## config.mk

```make
export PLATFORM = sky130hd
export DESIGN_NAME = serial_add_sub_flat
export DESIGN_NICKNAME = d
export VERILOG_FILES = /design/src/rtl/serial_add_sub_if.sv /design/src/rtl/serial_add_sub.sv /design/src/flat_wrapper.sv
export SDC_FILE = /design/constraint.sdc
export NUM_CORES = 1
export LEC_CHECK = 0
export BUFFER_PORTS_ARGS = -buffer_cell sky130_fd_sc_hd__buf_2
export CAP_MARGIN = 40
export CORE_MARGIN = 10
export CORE_UTILIZATION = 35
export CTS_CLUSTER_DIAMETER = 150
export DETAILED_ROUTE_END_ITERATION = 7
export GPL_TIMING_DRIVEN = 1
export PLACE_DENSITY_LB_ADDON = 0.05
export RECOVER_POWER = 50
export SYNTH_ARGS = -nofsm -noshare
export SYNTH_HDL_FRONTEND = slang
export SYNTH_SLANG_ARGS = --single-unit
```

## constraint.sdc

```tcl
create_clock -name clk -period 1.7 [get_ports clk]
set_input_delay 0 -clock clk [delete_from_list [all_inputs] [get_ports clk]]
set_output_delay 0 -clock clk [all_outputs]
set_load 0.02 [all_outputs]
```

## src/rtl/serial_add_sub_if.sv

```systemverilog
// Start/done handshake and operand/result bus for the bit-serial adder/subtractor.
// The master drives the request side and the slave returns status and results.
interface serial_add_sub_if #(
    parameter int WIDTH = 8
);
    logic             start;
    logic             sub;
    logic [WIDTH-1:0] a;
    logic [WIDTH-1:0] b;
    logic             busy;
    logic             done;
    logic [WIDTH-1:0] result;
    logic             co_bo;

    modport master (
        output start, sub, a, b,
        input  busy, done, result, co_bo
    );

    modport slave (
        input  start, sub, a, b,
        output busy, done, result, co_bo
    );
endinterface

```

## src/rtl/serial_add_sub.sv

```systemverilog
// Bit-serial WIDTH-bit adder/subtractor: one full-adder cell plus a carry flop,
// processing one bit per clock LSB first. Subtraction is a + ~b + 1.
module serial_add_sub #(
    parameter int WIDTH = 8
) (
    input  logic                  clk,
    input  logic                  rst,
    serial_add_sub_if.slave       bus
);
    localparam int CNT_W = (WIDTH > 2) ? $clog2(WIDTH) : 1;
    localparam logic [CNT_W-1:0] LAST_BIT = CNT_W'(WIDTH - 1);

    typedef enum logic [1:0] {
        IDLE = 2'd0,
        RUN  = 2'd1,
        DONE = 2'd2
    } state_t;

    state_t           state_q,  state_d;
    logic [WIDTH-1:0] a_sh_q,   a_sh_d;
    logic [WIDTH-1:0] b_sh_q,   b_sh_d;
    logic [WIDTH-1:0] s_q,      s_d;
    logic             c_q,      c_d;
    logic             mode_q,   mode_d;
    logic [CNT_W-1:0] cnt_q,    cnt_d;
    logic             busy_q,   busy_d;
    logic             done_q,   done_d;
    logic [WIDTH-1:0] result_q, result_d;
    logic             co_bo_q,  co_bo_d;

    // The single full-adder cell working on the current LSBs.
    logic             sum_bit;
    logic             carry_nxt;
    logic [WIDTH-1:0] s_shifted;

    always_comb begin
        sum_bit   = a_sh_q[0] ^ b_sh_q[0] ^ c_q;
        carry_nxt = (a_sh_q[0] & b_sh_q[0]) | (a_sh_q[0] & c_q) | (b_sh_q[0] & c_q);
        s_shifted = {sum_bit, s_q[WIDTH-1:1]};
    end

    always_comb begin
        state_d  = state_q;
        a_sh_d   = a_sh_q;
        b_sh_d   = b_sh_q;
        s_d      = s_q;
        c_d      = c_q;
        mode_d   = mode_q;
        cnt_d    = cnt_q;
        busy_d   = busy_q;
        done_d   = 1'b0;
        result_d = result_q;
        co_bo_d  = co_bo_q;

        case (state_q)
            IDLE, DONE: begin
                if (bus.start) begin
                    a_sh_d  = bus.a;
                    b_sh_d  = bus.sub ? ~bus.b : bus.b;
                    c_d     = bus.sub;
                    mode_d  = bus.sub;
                    cnt_d   = '0;
                    busy_d  = 1'b1;
                    state_d = RUN;
                end else begin
                    busy_d  = 1'b0;
                    state_d = IDLE;
                end
            end

            RUN: begin
                a_sh_d = a_sh_q >> 1;
                b_sh_d = b_sh_q >> 1;
                s_d    = s_shifted;
                c_d    = carry_nxt;
                cnt_d  = cnt_q + 1'b1;
                if (cnt_q == LAST_BIT) begin
                    // Carry out of a + ~b + 1 is the inverse of the borrow.
                    result_d = s_shifted;
                    co_bo_d  = mode_q ? ~carry_nxt : carry_nxt;
                    done_d   = 1'b1;
                    busy_d   = 1'b0;
                    state_d  = DONE;
                end
            end

            default: begin
                busy_d  = 1'b0;
                state_d = IDLE;
            end
        endcase
    end

    always_ff @(posedge clk) begin
        if (rst) begin
            state_q  <= IDLE;
            a_sh_q   <= '0;
            b_sh_q   <= '0;
            s_q      <= '0;
            c_q      <= 1'b0;
            mode_q   <= 1'b0;
            cnt_q    <= '0;
            busy_q   <= 1'b0;
            done_q   <= 1'b0;
            result_q <= '0;
            co_bo_q  <= 1'b0;
        end else begin
            state_q  <= state_d;
            a_sh_q   <= a_sh_d;
            b_sh_q   <= b_sh_d;
            s_q      <= s_d;
            c_q      <= c_d;
            mode_q   <= mode_d;
            cnt_q    <= cnt_d;
            busy_q   <= busy_d;
            done_q   <= done_d;
            result_q <= result_d;
            co_bo_q  <= co_bo_d;
        end
    end

    assign bus.busy   = busy_q;
    assign bus.done   = done_q;
    assign bus.result = result_q;
    assign bus.co_bo  = co_bo_q;
endmodule
```

## src/flat_wrapper.sv

```systemverilog
// flat-port wrapper written by rule: the top's interface ports become plain ports
module serial_add_sub_flat 
#(
    parameter int WIDTH = 8
)
  (clk, rst, bus_start, bus_sub, bus_a, bus_b, bus_busy, bus_done, bus_result, bus_co_bo);
  serial_add_sub_if #(.WIDTH(WIDTH)) bus_i ();
  input  logic clk;
  input  logic rst;
  input wire logic [$bits(bus_i.start)-1:0] bus_start;
  input wire logic [$bits(bus_i.sub)-1:0] bus_sub;
  input wire logic [$bits(bus_i.a)-1:0] bus_a;
  input wire logic [$bits(bus_i.b)-1:0] bus_b;
  output wire logic [$bits(bus_i.busy)-1:0] bus_busy;
  output wire logic [$bits(bus_i.done)-1:0] bus_done;
  output wire logic [$bits(bus_i.result)-1:0] bus_result;
  output wire logic [$bits(bus_i.co_bo)-1:0] bus_co_bo;
  assign bus_i.start = bus_start;
  assign bus_i.sub = bus_sub;
  assign bus_i.a = bus_a;
  assign bus_i.b = bus_b;
  assign bus_busy = bus_i.busy;
  assign bus_done = bus_i.done;
  assign bus_result = bus_i.result;
  assign bus_co_bo = bus_i.co_bo;
  serial_add_sub #(.WIDTH(WIDTH)) u_core (.clk(clk), .rst(rst), .bus(bus_i));
endmodule
```

==> impl_metrics.json, run 1 <==
{
  "status": "finished, final reports clean",
  "crit_required_ps": 1910,
  "hold_path.class": "in2reg",
  "port_buffers": 30,
  "syn_nets": 217,
  "syn_area_mm2": 0.00169,
  "synth-main-ff-cell": "dfxtp_1",
  "tns_ps": 0,
  "powerDensity_mw_per_mm2": 970,
  "layout-drive-gt1-share": 0.149,
  "synth_top_area_frac": 0.486,
  "drtIter0Drc": 103,
  "drv_cap": 0,
  "antenna_left": 0,
  "wl_per_cell_um": 14.4,
  "core-area_mm2": 0.00469,
  "clock.fmax_mhz": 707,
  "finalSetupViolations": 0,
  "path_cells": "and2b_1 > clkbuf_2 > a22oi_1 > a21oi_1",
  "dieArea_mm2": 0.00800,
  "slowest_stage": "clkbuf_2",
  "hpwl_um": 2590,
  "cts.sinks": 41,
  "synthArstFlopShare": 0,
  "grt_pass1_vias": 1441,
  "ys_ff_latch": 41,
  "crit_path_start_kind": "flip-flop",
  "worst_skew_pair.late_latency_ps": 290,
  "crit_type": "reg2reg",
  "cts_buffers": 5,
  "num-nets-final": 243,
  "rsz0062_at_grt": "false",
  "rows": 25,
  "tightest_slew_ps": 734,
  "synth_edf_count": 0,
  "htreeDepth": 2,
  "syn_avg_cell_area_um2": 8.70,
  "area_delta_synth_final_pct": 13.5,
  "routed_wl_um": 3950,
  "post-synth-top-area-cell": "dfxtp_1",
  "vias": 1441,
  "synth.area.top_cells": "dfxtp_1 (49%), a21oi_1 (11%), nand3_1 (8.6%)",
  "diodes": 0,
  "grt_max_degree": 42,
  "cts-root-buf": "clkbuf_8",
  "io_pins": 31,
  "die_height_um": 89.4,
  "gp_congestion": 0.745,
  "final_hold_viol_count": 0,
  "max-slew-margin-rel": 0.511,
  "ys_warn_count": 0,
  "grt_usage": 0.105,
  "grt_pass1_wl_um": 6620,
  "max_stage_delay_ps": 420,
  "finClkSkew_ps": 10.6,
  "fin_util": 0.408,
  "die_x_um": 89.4,
  "fin_crit_ps": 1420,
  "path_clk_slew_ps": 80,
  "cts_tree": "done",
  "p_leak_nw": 0.705,
  "finalMaxSlewViolations": 0,
  "crit_fanout": 26,
  "ys_seq_area_frac": 0.486,
  "vdd_drop_max_mv": 0.516,
  "synth_most_common_cell": "dfxtp_1",
  "period_share": 0.832,
  "synthCells": 194,
  "cts_max_path_buffers": 2,
  "drtPass1Iterations": 4,
  "start_util": 0.360,
  "critical_path.endpoint_type": "flip-flop",
  "drc": 0,
  "synthDistinctLibCells": 19,
  "totalPowerFinal_mw": 1.86,
  "overflow": 0,
  "avgViaCountPerCell": 5.24,
  "crit_arrival_ps": 1620,
  "antenna_found_initial": 0,
  "yosys-top-cells-count": "dfxtp_1 (41), a21oi_1 (37), nand2_1 (30)"
}
## registers in the layout, summed over array words and instances (netlist names)
| name | cells |
|---|---|
| u_core.bus.busy | 1 |
| u_core.a_sh_q | 8 |
| u_core.s_q | 7 |
| u_core.bus.result | 8 |
| u_core.state_q | 2 |
| u_core.c_q | 1 |
| u_core.b_sh_q | 8 |
| u_core.mode_q | 1 |
| u_core.bus.co_bo | 1 |
| u_core.cnt_q | 3 |
| u_core.bus.done | 1 |
## critical path, delay by kind of cell (launching register included)
family,cells,cell delay [ps]
AND/OR/NAND/NOR,1,170
AO/OA/AOI/OAI,2,320
flip-flops,1,410
buffers and inverters,1,420
## metrics by stage
step / cell area (µm²) / hold WS [ps] / worst slack [ps] / std cells
after global routing: 1920 / 9.41 / 122 / 275
after global placement: 1830 / 259 / 401 / 265
after CTS: 1930 / 6.23 / 314 / 275
after detailed placement: 1830 / 266 / 317 / 265
final: 1920 / 9.51 / 285 / 275
after floorplan: 1690 / 136 / 403 / 194
## layout make-up
type	instances	area (µm²)
Clock buffer	5	68.8
Fill cell	513	2780
Tap cell	54	67.6
Timing Repair Buffer	38	196
Sequential cell	41	821
Multi-Input combinational cell	134	744
Clock inverter	3	17.5
## metal layers
metal	wire (µm)	share of wire	GRT usage
met1	1760	0.44	0.115
met2	1900	0.48	0.181
met3	257	0.065	0.0383
met4	32	0.0081	0.0376
met5	0	0	0
## cell usage in the layout (no fill, tap or decap)
cell and count:
xor2_1 9, nand3_1 29, fa_1 1, buf_4 4, nor2_1 3, a22oi_1 14
clkbuf_2 2, dfxtp_1 41, nand2_1 30, clkinv_2 2, a31oi_1 1, nor2b_1 1
clkinvlp_4 1, ha_1 2, clkbuf_8 5, clkbuf_1 11, o21a_1 1, dlygate4sd3_1 2
buf_2 19, a21oi_1 37, nand3b_1 2, and2b_1 1, nand2b_1 3
## cells by family (layout without fill, tap and decap cells)
group	after synthesis	in the layout	share of synthesized area
xor+xnor	9	9	0.0467
flops	41	41	0.486
buf+inv	19	46	0.0726
compound gates	53	53	0.180
fa+ha+maj	3	3	0.0267
simple gates	69	69	0.188
## worst paths after layout
| kind | start | to | slack (ps) | cells past startpoint |
|---|---|---|---|---|
| worst max-delay path | u_core.state_q[0] | u_core.b_sh_q[3] | 280 | 4 |
| worst min-delay path | bus_a[6] | u_core.a_sh_q[6] | 10 | 3 |
| worst max register to register | u_core.state_q[0] | u_core.b_sh_q[3] | 280 | 4 |
| worst min register to register | u_core.bus.co_bo | u_core.bus.co_bo | 450 | 2 |
## repair_timing
| item | CTS | global route |
|---|---|---|
| hold endpoints to repair | 2 | 0 |
| gates resized for setup | 0 | 0 |
| endpoints found under the setup margin | 0 | 0 |
| setup buffers | 0 | 0 |
| hold buffers | 2 | 0 |
## where the power goes
part	total, mW	leakage [nW]	internal [mW]	switching [mW]
clock	0.621	0.0439	0.283	0.338
sequential	1.03	0.334	1.00	0.0254
combinational	0.210	0.327	0.0814	0.129
total	1.86	0.705	1.37	0.492
No activity file was read; power rests on OpenSTA's default activity.
==> run 2, diff against run 1 <==
==> constraint.sdc (replaced) <==
create_clock -name clk -period 1.3 [get_ports clk]
set_input_delay 0 -clock clk [delete_from_list [all_inputs] [get_ports clk]]
set_output_delay 0 -clock clk [all_outputs]
set_load 0.02 [all_outputs]
==> impl_metrics.json, run 2 (synthesis results as in run 1) <==
{
  "cts.sinks": 41,
  "fin_util": 0.431,
  "core-area_mm2": 0.00469,
  "cts_tree": "done",
  "io_pins": 31,
  "status": "finished, final reports clean",
  "antenna_found_initial": 0,
  "seqCellArea_um2": 821,
  "crit_arrival_ps": 1450,
  "finalSetupViolations": 0,
  "cts_max_path_buffers": 2,
  "grt_max_degree": 42,
  "avgViaCountPerCell": 5.13,
  "crit_family": "adder cells",
  "period_share": 0.938,
  "die_height_um": 89.4,
  "crit_required_ps": 1530,
  "grtUsageMet1": 0.119,
  "start_util": 0.360,
  "gr-usage-met3": 0.0401,
  "cts_buffers": 5,
  "top_usage_layer": "met2",
  "crit_path_start_kind": "flip-flop",
  "die_x_um": 89.4,
  "layout_commonest_cell": "dfxtp_1",
  "diodes": 0,
  "drc": 0,
  "path_buf_inv": 1,
  "multiInputGateArea_um2": 763,
  "vdd_drop_max_mv": 0.511,
  "port_buffers": 30,
  "routed_wl_um": 3840,
  "use_met2": 0.174,
  "htreeDepth": 2,
  "hold_path.class": "in2reg",
  "tightest_slew_ps": 262,
  "postCtsSetupBuffers": 0,
  "path_clk_slew_ps": 80,
  "slowest_stage": "dfxtp_1",
  "hpwl_um": 2590,
  "whs_ps": 5.64,
  "drtPass1Iterations": 4,
  "drv_cap": 0,
  "dieArea_mm2": 0.00800,
  "overflow": 0,
  "fin_crit_ps": 1220,
  "worst_skew_pair.late_latency_ps": 290,
  "powerDensity_mw_per_mm2": 1210,
  "gp_congestion": 0.718,
  "max-slew-margin-rel": 0.826,
  "clock.fmax_mhz": 820,
  "num-nets-final": 246,
  "grt_pass1_vias": 1397,
  "p_leak_nw": 0.734,
  "crit_fanout": 11,
  "wl_per_cell_um": 13.8,
  "drtIter0Drc": 59,
  "layout_common_cells": "dfxtp_1 (41), a21oi_1 (34), nand2_1 (30), nand3_1 (29), buf_2 (19)",
  "layout-drive-gt1-share": 0.179,
  "pre_cts_slack_ps": 42.4,
  "grt_pass1_wl_um": 6600,
  "antenna_left": 0,
  "rsz0062_at_grt": "false",
  "grt_usage": 0.105,
  "rows": 25,
  "crit_type": "reg2reg",
  "vias": 1425,
  "critical_path.endpoint_type": "flip-flop",
  "path_cells": "ha_1 > ha_2 > buf_4 > nand3b_1 > a21oi_1",
  "finClkSkew_ps": 5.82,
  "final_hold_viol_count": 0,
  "n_fill_cell": 490,
  "tns_ps": 0,
  "cts-root-buf": "clkbuf_8",
  "area_delta_synth_final_pct": 19.7,
  "max_stage_delay_ps": 330,
  "finalMaxSlewViolations": 0,
  "setup_ws_ps": 80.5
}
-- run 2: changes by cell type in the layout (fill, tap and decap cells not counted) --
cell / change
nand2b_2: +1
fa_2: +1
nand2b_1: -1
buf_6: +1
clkbuf_2: -2
a21oi_1: -3
buf_4: -2
dlygate4sd3_1: +2
a21oi_2: +3
buf_12: +4
fa_1: -1
ha_1: -1
ha_2: +1
-- run 2: worst paths after layout --
path	from	end	slack (ps)	depth (start not counted)
worst max-delay path	u_core.cnt_q[0]	u_core.bus.busy	80	5
worst max register to register	u_core.cnt_q[0]	u_core.bus.busy	80	5
worst min register to register	u_core.s_q[1]	u_core.s_q[1]	460	2
worst min-delay path	bus_a[0]	u_core.a_sh_q[0]	6	3
-- run 2: worst register-to-register path: cells and delay by family (launching register included) --
kind	cells	cell delay, ps
AOI/OAI and AO/OA	1	140
and+or+nand+nor	1	150
DFF	1	330
buffers and inverters	1	160
adders and majority gates	2	380
-- run 2: repair_timing --
item	4_1_cts	5_1_grt
hold buffers	3	1
setup endpoints to repair	0	10
hold endpoints to repair	3	1
resized for setup	0	8
-- run 2: cell type report --
cell class | instances | share of cell area
well taps | 54 | 0.0334
repair buffers | 41 | 0.140
flip-flops and latches | 41 | 0.406
clock buffers | 5 | 0.0341
clock inverters | 3 | 0.00867
multi-input cells | 134 | 0.378
-- run 2: routing by layer --
layer,wire length [µm],vias to the layer above,part of all wire
met5,0,-,0
met4,54,0,0.014
met3,227,7,0.059
met2,1830,27,0.48
met1,1730,667,0.45
li1,-,724,-
-- run 2: where the power goes --
part	internal (mW)	switching, mW
clock	0.370	0.430
combinational	0.138	0.173
sequential	1.31	0.0327
-- run 2: through the flow --
stage | std cells | total power, mW | cell area, µm²
floorplan | 194 | 1.58 | 1690
global placement | 266 | 1.66 | 1890
finish | 278 | 2.45 | 2020
CTS | 277 | 2.49 | 2000
global route | 278 | 2.60 | 2020
detailed placement | 266 | 1.67 | 1890
